File: config.mk
export PLATFORM = sky130hd
export DESIGN_NAME = j1_uart_io_flat
export DESIGN_NICKNAME = d
export VERILOG_FILES = /design/src/rtl/j1_uart_io_if.sv /design/src/rtl/j1_uart_io.sv /design/src/flat_wrapper.sv
export SDC_FILE = /design/constraint.sdc
export NUM_CORES = 1
export LEC_CHECK = 0
export ABC_AREA = 0
export BUFFER_PORTS_ARGS = -buffer_cell sky130_fd_sc_hd__buf_2
export CORE_ASPECT_RATIO = 0.7
export CORE_MARGIN = 10
export CORE_UTILIZATION = 34
export DETAILED_ROUTE_END_ITERATION = 10
export PLACE_DENSITY = 0.63
export RECOVER_POWER = 50
export SYNTH_ARGS = -nofsm -noshare
export SYNTH_HDL_FRONTEND = slang
export SYNTH_SLANG_ARGS = --single-unit
export TNS_END_PERCENT = 5
File: constraint.sdc
create_clock -name clk -period 3.1 [get_ports clk]
set_clock_uncertainty 0.05 [all_clocks]
set_input_delay 0.465 -clock clk [delete_from_list [all_inputs] [get_ports clk]]
set_output_delay 0.465 -clock clk [all_outputs]
set_load 0.1 [all_outputs]
File: src/rtl/j1_uart_io_if.sv
// J1 I/O bus bundle for the UART peripheral: write strobe, address, write data and read data.
// The master side is the J1 core; the slave side is the peripheral.
interface j1_uart_io_if;
    logic        io_wr;
    logic [15:0] mem_addr;
    logic [15:0] dout;
    logic [15:0] io_din;

    modport master (output io_wr, output mem_addr, output dout, input io_din);
    modport slave  (input io_wr, input mem_addr, input dout, output io_din);
endinterface

File: src/rtl/j1_uart_io.sv
// Memory-mapped 8N1 UART for the J1 core: DATA / STATUS / DIV registers decoded on mem_addr[15:12].
// Reads return data selected by the address registered on the previous edge.
module j1_uart_io #(
    parameter logic [15:0] DIV_INIT = 16'd217
) (
    input  logic        clk,
    input  logic        resetq,
    j1_uart_io_if.slave bus,
    input  logic        uart_rx,
    output logic        uart_tx
);

    localparam logic [3:0] ADDR_DATA = 4'h1;
    localparam logic [3:0] ADDR_STAT = 4'h2;
    localparam logic [3:0] ADDR_DIV  = 4'h3;

    typedef enum logic [1:0] {TX_IDLE = 2'd0, TX_START = 2'd1, TX_DATA = 2'd2, TX_STOP = 2'd3} tx_state_t;
    typedef enum logic [1:0] {RX_IDLE = 2'd0, RX_START = 2'd1, RX_DATA = 2'd2, RX_STOP = 2'd3} rx_state_t;

    logic [3:0]  addr_r;
    logic [15:0] div_r;
    logic [15:0] div_eff_s;
    logic [15:0] io_din_s;
    logic        wr_data_s, wr_stat_s, wr_div_s, rx_clr_s;
    logic        unused_s;

    tx_state_t   tx_state_r, tx_state_n;
    logic [15:0] tx_cnt_r, tx_cnt_n;
    logic [2:0]  tx_bit_r, tx_bit_n;
    logic [7:0]  tx_shift_r, tx_shift_n;
    logic        uart_tx_r, uart_tx_n;
    logic        tx_busy_s;

    logic        rx_meta_r, rx_sync_r, rx_prev_r;
    logic        rx_fall_s;
    rx_state_t   rx_state_r, rx_state_n;
    logic [15:0] rx_cnt_r, rx_cnt_n;
    logic [2:0]  rx_bit_r, rx_bit_n;
    logic [7:0]  rx_shift_r, rx_shift_n;
    logic [7:0]  rx_data_r, rx_data_n;
    logic        rx_valid_r, rx_valid_n;
    logic        rx_set_s;

    assign unused_s  = ^bus.mem_addr[11:0];
    assign wr_data_s = bus.io_wr && (bus.mem_addr[15:12] == ADDR_DATA);
    assign wr_stat_s = bus.io_wr && (bus.mem_addr[15:12] == ADDR_STAT);
    assign wr_div_s  = bus.io_wr && (bus.mem_addr[15:12] == ADDR_DIV);
    assign rx_clr_s  = wr_stat_s && bus.dout[1];
    // Divisors below 2 would leave no room for a half-bit start sample.
    assign div_eff_s = (div_r < 16'd2) ? 16'd2 : div_r;
    assign tx_busy_s = (tx_state_r != TX_IDLE);
    assign rx_fall_s = rx_prev_r && !rx_sync_r;
    assign uart_tx   = uart_tx_r;
    assign bus.io_din = io_din_s;

    // Read-data mux driven by the previous cycle's address.
    always_comb begin
        io_din_s = 16'h0000;
        case (addr_r)
            ADDR_DATA: io_din_s = {8'h00, rx_data_r};
            ADDR_STAT: io_din_s = {14'd0, rx_valid_r, tx_busy_s};
            ADDR_DIV:  io_din_s = div_r;
            default:   io_din_s = 16'h0000;
        endcase
    end

    // Address pipeline, divisor register and rx synchronizer.
    always_ff @(posedge clk or negedge resetq) begin
        if (!resetq) begin
            addr_r    <= 4'h0;
            div_r     <= DIV_INIT;
            rx_meta_r <= 1'b1;
            rx_sync_r <= 1'b1;
            rx_prev_r <= 1'b1;
        end else begin
            addr_r    <= bus.mem_addr[15:12];
            div_r     <= wr_div_s ? bus.dout : div_r;
            rx_meta_r <= uart_rx;
            rx_sync_r <= rx_meta_r;
            rx_prev_r <= rx_sync_r;
        end
    end

    // TX next-state: each bit counter is reloaded at a boundary, so DIV changes land there.
    always_comb begin
        tx_state_n = tx_state_r;
        tx_cnt_n   = tx_cnt_r;
        tx_bit_n   = tx_bit_r;
        tx_shift_n = tx_shift_r;
        uart_tx_n  = uart_tx_r;
        case (tx_state_r)
            TX_IDLE: begin
                uart_tx_n = 1'b1;
                if (wr_data_s) begin
                    tx_state_n = TX_START;
                    tx_cnt_n   = div_eff_s - 16'd1;
                    tx_shift_n = bus.dout[7:0];
                    uart_tx_n  = 1'b0;
                end else begin
                    tx_state_n = TX_IDLE;
                end
            end
            TX_START: begin
                if (tx_cnt_r == 16'd0) begin
                    tx_state_n = TX_DATA;
                    tx_cnt_n   = div_eff_s - 16'd1;
                    tx_bit_n   = 3'd0;
                    uart_tx_n  = tx_shift_r[0];
                end else begin
                    tx_cnt_n   = tx_cnt_r - 16'd1;
                end
            end
            TX_DATA: begin
                if (tx_cnt_r == 16'd0) begin
                    tx_cnt_n = div_eff_s - 16'd1;
                    if (tx_bit_r == 3'd7) begin
                        tx_state_n = TX_STOP;
                        uart_tx_n  = 1'b1;
                    end else begin
                        tx_bit_n   = tx_bit_r + 3'd1;
                        tx_shift_n = {1'b0, tx_shift_r[7:1]};
                        uart_tx_n  = tx_shift_r[1];
                    end
                end else begin
                    tx_cnt_n = tx_cnt_r - 16'd1;
                end
            end
            TX_STOP: begin
                if (tx_cnt_r == 16'd0) begin
                    tx_state_n = TX_IDLE;
                    uart_tx_n  = 1'b1;
                end else begin
                    tx_cnt_n   = tx_cnt_r - 16'd1;
                end
            end
            default: begin
                tx_state_n = TX_IDLE;
                uart_tx_n  = 1'b1;
            end
        endcase
    end

    // TX state register.
    always_ff @(posedge clk or negedge resetq) begin
        if (!resetq) begin
            tx_state_r <= TX_IDLE;
            tx_cnt_r   <= 16'd0;
            tx_bit_r   <= 3'd0;
            tx_shift_r <= 8'h00;
            uart_tx_r  <= 1'b1;
        end else begin
            tx_state_r <= tx_state_n;
            tx_cnt_r   <= tx_cnt_n;
            tx_bit_r   <= tx_bit_n;
            tx_shift_r <= tx_shift_n;
            uart_tx_r  <= uart_tx_n;
        end
    end

    // RX next-state: start bit checked at half a bit, then one sample per bit centre.
    always_comb begin
        rx_state_n = rx_state_r;
        rx_cnt_n   = rx_cnt_r;
        rx_bit_n   = rx_bit_r;
        rx_shift_n = rx_shift_r;
        rx_data_n  = rx_data_r;
        rx_set_s   = 1'b0;
        case (rx_state_r)
            RX_IDLE: begin
                if (rx_fall_s) begin
                    rx_state_n = RX_START;
                    rx_cnt_n   = (div_eff_s >> 1) - 16'd1;
                end else begin
                    rx_state_n = RX_IDLE;
                end
            end
            RX_START: begin
                if (rx_cnt_r == 16'd0) begin
                    if (rx_sync_r) begin
                        rx_state_n = RX_IDLE;
                    end else begin
                        rx_state_n = RX_DATA;
                        rx_cnt_n   = div_eff_s - 16'd1;
                        rx_bit_n   = 3'd0;
                    end
                end else begin
                    rx_cnt_n = rx_cnt_r - 16'd1;
                end
            end
            RX_DATA: begin
                if (rx_cnt_r == 16'd0) begin
                    rx_shift_n = {rx_sync_r, rx_shift_r[7:1]};
                    rx_cnt_n   = div_eff_s - 16'd1;
                    if (rx_bit_r == 3'd7) begin
                        rx_state_n = RX_STOP;
                    end else begin
                        rx_bit_n   = rx_bit_r + 3'd1;
                    end
                end else begin
                    rx_cnt_n = rx_cnt_r - 16'd1;
                end
            end
            RX_STOP: begin
                if (rx_cnt_r == 16'd0) begin
                    rx_state_n = RX_IDLE;
                    if (rx_sync_r) begin
                        rx_data_n = rx_shift_r;
                        rx_set_s  = 1'b1;
                    end else begin
                        rx_data_n = rx_data_r;
                    end
                end else begin
                    rx_cnt_n = rx_cnt_r - 16'd1;
                end
            end
            default: begin
                rx_state_n = RX_IDLE;
            end
        endcase
        // A completing frame takes priority over a simultaneous clear.
        if (rx_set_s) begin
            rx_valid_n = 1'b1;
        end else if (rx_clr_s) begin
            rx_valid_n = 1'b0;
        end else begin
            rx_valid_n = rx_valid_r;
        end
    end

    // RX state register.
    always_ff @(posedge clk or negedge resetq) begin
        if (!resetq) begin
            rx_state_r <= RX_IDLE;
            rx_cnt_r   <= 16'd0;
            rx_bit_r   <= 3'd0;
            rx_shift_r <= 8'h00;
            rx_data_r  <= 8'h00;
            rx_valid_r <= 1'b0;
        end else begin
            rx_state_r <= rx_state_n;
            rx_cnt_r   <= rx_cnt_n;
            rx_bit_r   <= rx_bit_n;
            rx_shift_r <= rx_shift_n;
            rx_data_r  <= rx_data_n;
            rx_valid_r <= rx_valid_n;
        end
    end

endmodule

File: src/flat_wrapper.sv
// flat-port wrapper written by rule: the top's interface ports become plain ports
module j1_uart_io_flat 
#(
    parameter logic [15:0] DIV_INIT = 16'd217
)
  (clk, resetq, uart_rx, uart_tx, bus_io_wr, bus_mem_addr, bus_dout, bus_io_din);
  j1_uart_io_if bus_i ();
  input  logic clk;
  input  logic resetq;
  input  logic uart_rx;
  output logic uart_tx;
  input wire logic [$bits(bus_i.io_wr)-1:0] bus_io_wr;
  input wire logic [$bits(bus_i.mem_addr)-1:0] bus_mem_addr;
  input wire logic [$bits(bus_i.dout)-1:0] bus_dout;
  output wire logic [$bits(bus_i.io_din)-1:0] bus_io_din;
  assign bus_i.io_wr = bus_io_wr;
  assign bus_i.mem_addr = bus_mem_addr;
  assign bus_i.dout = bus_dout;
  assign bus_io_din = bus_i.io_din;
  j1_uart_io #(.DIV_INIT(DIV_INIT)) u_core (.clk(clk), .resetq(resetq), .bus(bus_i), .uart_rx(uart_rx), .uart_tx(uart_tx));
endmodule
==> results of run 1 <==
-- cell type report --
cell class,count,area share [%]
Clock buffer,9,3.27
Clock inverter,7,1.02
Tap cell,225,4.09
Inverter,22,1.20
Multi-Input combinational cell,470,47.8
Sequential cell,91,33.3
Timing Repair Buffer,97,9.31
-- routing by layer --
layer	vias up	share of wire, %	wire [µm]	GRT usage (%)
met5	-	0	0	0
li1	2428	-	-	-
met2	270	41	6930	20.8
met3	28	8.9	1510	3.86
met4	0	1.4	237	3.83
met1	2525	49	8180	22.0
-- how the worst min path moves through the flow --
stage | depth (start not counted) | from | to | slack [ps]
2_1_floorplan | 0 | resetq | asynchronous set/reset pin | 120
3_3_place_gp | 0 | u_core.rx_meta_r | u_core.rx_sync_r | 300
3_5_place_dp | 0 | u_core.rx_meta_r | u_core.rx_sync_r | 310
4_1_cts | 1 | resetq | u_core.rx_cnt_r[12] | 80
5_1_grt | 1 | uart_rx | u_core.rx_meta_r | 150
6_report | 1 | uart_rx | u_core.rx_meta_r | 160
-- cell families (layout without fill, tap and decap cells) --
family	Yosys count	in the layout	synth area share, %
compound gates	160	160	18.9
mux	50	50	9.51
simple gates	221	221	20.4
flops	91	91	40.1
fa+ha+maj	19	19	4.16
xor+xnor	20	20	3.07
buf+inv	56	135	3.94
-- what timing repair did --
action	4_1_cts	5_1_grt
buffers inserted	0	2
endpoints found under the setup margin	2	17
pin swaps	0	7
hold endpoints to repair	0	0
resized for setup	2	20
hold buffers	0	0
-- cell usage in the layout, fill, tap and decap left out, types with 4 or more instances in the layout --
cell,instances
a21o_1,6
a21oi_1,28
a22o_1,13
a31oi_1,4
and3_1,10
buf_2,37
buf_4,55
clkbuf_16,9
dfrtp_1,82
dfstp_2,8
ha_1,17
inv_1,21
mux2_2,34
mux2i_1,16
nand2_1,51
nand2b_1,9
nand3_1,8
nand4_1,6
nor2_1,52
nor3_1,19
nor3b_1,5
nor4_1,12
o211a_1,4
o211ai_1,4
o21ai_0,44
o21ai_1,5
o221ai_1,4
o22ai_1,4
o31ai_1,6
o41ai_1,4
or3_1,8
or4_1,4
xnor2_1,11
xor2_1,7
-- flip-flops by register name, summed over array words and instances (netlist names), named ones only --
name and flops:
u_core.tx_state_r 2, u_core.div_r 16, u_core.addr_r 4, u_core.rx_valid_r 1
u_core.rx_bit_r 3, u_core.tx_shift_r 8, u_core.uart_tx 1, u_core.rx_cnt_r 16
u_core.rx_state_r 1, u_core.rx_shift_r 8, u_core.rx_data_r 8, u_core.rx_sync_r 1
u_core.tx_bit_r 3, u_core.rx_prev_r 1, u_core.rx_meta_r 1, u_core.tx_cnt_r 16
-- power by group through the flow --
stage	Sequential, mW	Clock, mW	Combinational, mW
after floorplan	1.51	0	1.25
after global routing	1.60	1.16	2.16
after detailed placement	1.58	0	1.88
after global placement	1.57	0	1.85
final	1.57	1.09	1.99
after CTS	1.56	1.11	1.89
-- worst max-delay path, cell delays in order (launching register included) --
cell	delay, ps
dfrtp_1	390
or4_4	550
or3_4	440
o21ai_4	150
ha_2	190
nand3_1	110
or4_4	430
xor2_1	180
o221a_2	290
o31ai_1	190
==> impl_metrics.tcl, run 1 <==
set metrics [dict create \
    crit_path_end_kind "register" \
    grt_max_degree 52 \
    tightestPinTransition_ps 2370 \
    r2r_cells 9 \
    core_area_mm2 0.0164 \
    htree_levels 3 \
    synth_top_area_cell "dfrtp_1" \
    port-buffer-count 40 \
    synth_edf_count 0 \
    p_leak_nw 3.05 \
    multi_input_area_mm2 0.00329 \
    hold_viol_final 0 \
    p_comb_share_pct 42.8 \
    tns_ps 0 \
    cp_data_arrival_time_ps 3250 \
    clock_sinks 91 \
    setup.worst_path.end "u_core.rx_cnt_r[10]" \
    avgSynthCellArea_um2 9.26 \
    finish.utilization_pct 41.9 \
    hold_slack_ps 157 \
    clk_pin_slew_ps 70 \
    nets 746 \
    synth_flop_cell "dfrtp_1" \
    dieArea_mm2 0.0225 \
    slew_violations 41 \
    syn_area_mm2 0.00571 \
    fmax_mhz 328 \
    n_fill_cell 1616 \
    grt_pass1_vias 5171 \
    preCtsSetupSlack_ps -22.7 \
    period_minus_slack_ps 3050 \
    postPlaceCellArea_mm2 0.00648 \
    diodes 0 \
    r2r_slack_ps 50 \
    yosysMostFrequentCell "dfrtp_1" \
    synth_seq_cells 91 \
    startpoint_type "register" \
    grt_first_pass_wirelength_um 27300 \
    power.total_mw 4.65 \
    cts-root-buf "clkbuf_16" \
    syn-num-nets 672 \
    path_max_fanout 4 \
    fin_ws_ps 48.5 \
    clockPowerShare_pct 23.5 \
    post-place-cells 903 \
    max-cap-violations 1 \
    dr.pass1.iters 5 \
    slew_headroom_pct -58.1 \
    synth_top_cell_area_share_pct 35.9 \
    postRouteAntennaNets 0 \
    final-seq-area_mm2 0.00229 \
    dp_hpwl_um 12800 \
    p_sw_share_pct 40.3 \
    drc 0 \
    drive_gt1_share_pct 26.7 \
    power_frac_seq_pct 33.7 \
    critical_path_class "register to register" \
    placementRows 39 \
    setup_violations 0 \
    initial_core_util_pct 34.8 \
    violations "max-capacitance violations, max-slew violations" \
    cts_buffers 9 \
    ctsLongestPathBuffers 2 \
    internal-power_mw 2.78 \
    hold_path.class "input port to register" \
    crit_path_start "u_core.div_r[14]" \
    critPathRequiredTime_ps 3300 \
    power.density_mw_per_mm2 676 \
    synthCells 617 \
    vias_per_cell 5.70 \
    overflow 0 \
    track_usage_pct 14.8 \
    fin_crit_sh_pct 98.4 \
    clkLatencyLatePin_ps 350 \
    worstReg2RegEnd "u_core.rx_cnt_r[10]" \
    vias 5251 \
    die_y_um 128 \
    dr.first_iter.drc_count 519 \
    yosys.cell_types.count 71 \
    async_flop_share_pct 100 \
    ir_drop_mv 0.340 \
    design_area_mm2 0.00688 \
    r2r-start "u_core.div_r[14]" \
    area_growth_pct 20.4 \
    yosys_warnings 0 \
    synth_common_cells "dfrtp_1 (82), nor2_1 (54), nand2_1 (51), o21ai_0 (48), mux2_2 (34)" \
    cts_tree "built" \
    gp_congestion 0.936 \
    status "finished, violations left" \
    yosysSeqAreaShare_pct 40.1 \
    netSwitchingPower_mw 1.87 \
    antenna_found_initial 0 \
    die_width_um 175 \
    yosys-top-cells-area "dfrtp_1 (36%), mux2_2 (6.7%), o21ai_0 (4.2%), ha_1 (4.2%), dfstp_2 (4.1%)" \
    rsz0062_at_grt "yes" \
    wl_per_cell_um 18.3 \
    ios 53 \
    routed_wl_um 16800 \
    stdcell_count 921 \
]
Power figures use the tool's default switching activity.
==> run 2: changes to the inputs <==
--- a/config.mk
+++ b/config.mk
@@ -7,9 +7,9 @@
 export LEC_CHECK = 0
 export ABC_AREA = 0
 export BUFFER_PORTS_ARGS = -buffer_cell sky130_fd_sc_hd__buf_2
-export CORE_ASPECT_RATIO = 0.7
-export CORE_MARGIN = 10
+export CORE_ASPECT_RATIO = 0.6
 export CORE_UTILIZATION = 34
+export CTS_CLUSTER_DIAMETER = 150
 export DETAILED_ROUTE_END_ITERATION = 10
 export PLACE_DENSITY = 0.63
 export RECOVER_POWER = 50
==> run 2 against run 1 <==
  * The flow still finishes with violations (max-capacitance violations, max-slew violations)
  * Via count shrank 2.0%
  * Core utilization grew 0.19 points
  * Sequential share of layout area is essentially flat
  * Maximum frequency shrank 1.2%
  * Setup slack lost 36 ps
  * Combinational power grew 3%
  * Sequential power is essentially flat
  * Die area shrank 23%
  * Register-to-register slack lost 40 ps
  * Critical path type unchanged
  * Critical endpoint is now u_core.rx_cnt_r[7]
  * Largest power group unchanged
==> impl_metrics.tcl, run 2 (synthesized netlist as in run 1, its figures left out) <==
set metrics [dict create \
    track_usage_pct 20.6 \
    crit_chain "or4_4, or3_4, nor2_4, nor2_4, ha_2, and2_4, o21a_4, or4_1, o2111a_1, a311oi_2" \
    die_width_um 169 \
    placementRows 36 \
    gp_congestion 0.905 \
    cp_data_arrival_time_ps 3300 \
    internal-power_mw 2.79 \
    p_comb_share_pct 43.3 \
    nets 747 \
    status "finished, violations left" \
    dp_hpwl_um 12800 \
    power.density_mw_per_mm2 685 \
    rsz0062_at_grt "yes" \
    antenna_found_initial 0 \
    vias_per_cell 5.56 \
    slew_violations 41 \
    clockPowerShare_pct 23.2 \
    drive_gt1_share_pct 26.4 \
    crit_top_cell "nor2_4" \
    period_minus_slack_ps 3090 \
    setup_violations 0 \
    slew_headroom_pct -59.0 \
    path_max_fanout 4 \
    max-cap-violations 1 \
    fmax_mhz 324 \
    power_frac_seq_pct 33.5 \
    tightestPinTransition_ps 2380 \
    critPathRequiredTime_ps 3310 \
    vias 5147 \
    top_regs "u_core.div_r (16), u_core.rx_cnt_r (16), u_core.tx_cnt_r (16)" \
    grt_max_degree 52 \
    hold_slack_ps 167 \
    dieArea_mm2 0.0173 \
    grt_pass1_vias 4969 \
    port-buffer-count 40 \
    p_leak_nw 3.03 \
    fin_crit_sh_pct 99.6 \
    htree_levels 3 \
    grt_first_pass_wirelength_um 27200 \
    ir_drop_mv 0.339 \
    initial_core_util_pct 35.0 \
    ios 53 \
    drc 0 \
    ctsLongestPathBuffers 2 \
    cp_slowest_cell "or4_4" \
    clock_sinks 91 \
    diodes 0 \
    violations "max-capacitance violations, max-slew violations" \
    cts_tree "built" \
    startpoint_type "register" \
    routed_wl_um 17100 \
    critical_path_class "register to register" \
    core_area_mm2 0.0163 \
    clk_pin_slew_ps 70 \
    area_growth_pct 20.3 \
    clkLatencyLatePin_ps 350 \
    hold_path.class "input port to register" \
    netSwitchingPower_mw 1.92 \
    cts_buffers 9 \
    overflow 0 \
    p_sw_share_pct 40.8 \
    wl_per_cell_um 18.5 \
    dr.pass1.iters 5 \
    final_cell_mix "dfrtp_1 (82), buf_4 (56), nor2_1 (52), nand2_1 (51), o21ai_0 (44)" \
    hold_buffers 0 \
    postRouteAntennaNets 0 \
    cts-root-buf "clkbuf_16" \
    crit_path_end_kind "register" \
    tns_ps 0 \
    crit_path_max_incr_delay_ps 540 \
    dr.first_iter.drc_count 502 \
    hold_viol_final 0 \
    die_y_um 102 \
    layout_commonest_cell "dfrtp_1" \
]
[run 2: cell types whose count changed in the layout (fill, tap and decap cells not counted), moves of 2 or more]
| cell | change |
|---|---|
| inv_8 | -2 |
| a221oi_2 | -2 |
| a221oi_1 | +2 |
| clkinvlp_4 | +2 |
[run 2: worst paths after layout]
kind	cells after the start	slack, ps	to	start
max	10	10	u_core.rx_cnt_r[7]	u_core.div_r[14]
min	1	170	u_core.rx_meta_r	uart_rx
max reg2reg	10	10	u_core.rx_cnt_r[7]	u_core.div_r[14]
min reg2reg	0	310	u_core.rx_sync_r	u_core.rx_meta_r
max in group asynchronous	1	860	u_core.tx_shift_r[7]	resetq
min in group asynchronous	1	780	u_core.rx_cnt_r[9]	resetq
[run 2: timing repair]
| item | CTS | global route |
|---|---|---|
| resized for setup | 4 | 19 |
| pin swaps | 0 | 8 |
| setup endpoints to repair | 8 | 18 |
| setup buffers | 0 | 2 |
[run 2: per-layer routing]
metal | wire, µm | global-route usage, %
met5 | 0 | 0
met4 | 156 | 4.37
met3 | 1560 | 5.15
met2 | 6580 | 27.3
met1 | 8790 | 32.6
[run 2: area by class of cell]
cell class | instances | area (µm²)
Fill cell | 1614 | 9430
Multi-Input combinational cell | 470 | 3280
Sequential cell | 91 | 2290
Timing Repair Buffer | 98 | 648
Tap cell | 228 | 285
Clock buffer | 10 | 229
Inverter | 22 | 82.6
Clock inverter | 6 | 57.6
[run 2: per-stage QoR]
step                      util [%]  power, mW  instances  setup slack (ps)  instance area [µm²]
after floorplan                  -       2.76        617              -336                 5720
after global placement        39.8       3.48        907              -139                 6500
after detailed placement      39.8       3.52        907             -47.6                 6500
after CTS                     41.6       4.63        923             -30.7                 6790
after global routing          42.1       4.98        925             -60.7                 6870
final                         42.1       4.70        925              12.6                 6870
[run 2: critical path: cells and delay by family (launching register included)]
family / cells / cell delay, ps
adders and majority gates: 1 / 200
DFF: 1 / 380
and+or+nand+nor: 6 / 1860
AOI/OAI and AO/OA: 3 / 500
[run 2: power by group through the flow]
stage          registers [mW]  clock network, mW  logic, mW
2_1_floorplan            1.51                  0       1.25
3_3_place_gp             1.57                  0       1.91
3_5_place_dp             1.59                  0       1.93
4_1_cts                  1.57               1.12       1.94
5_1_grt                  1.60               1.17       2.21
6_report                 1.58               1.09       2.04
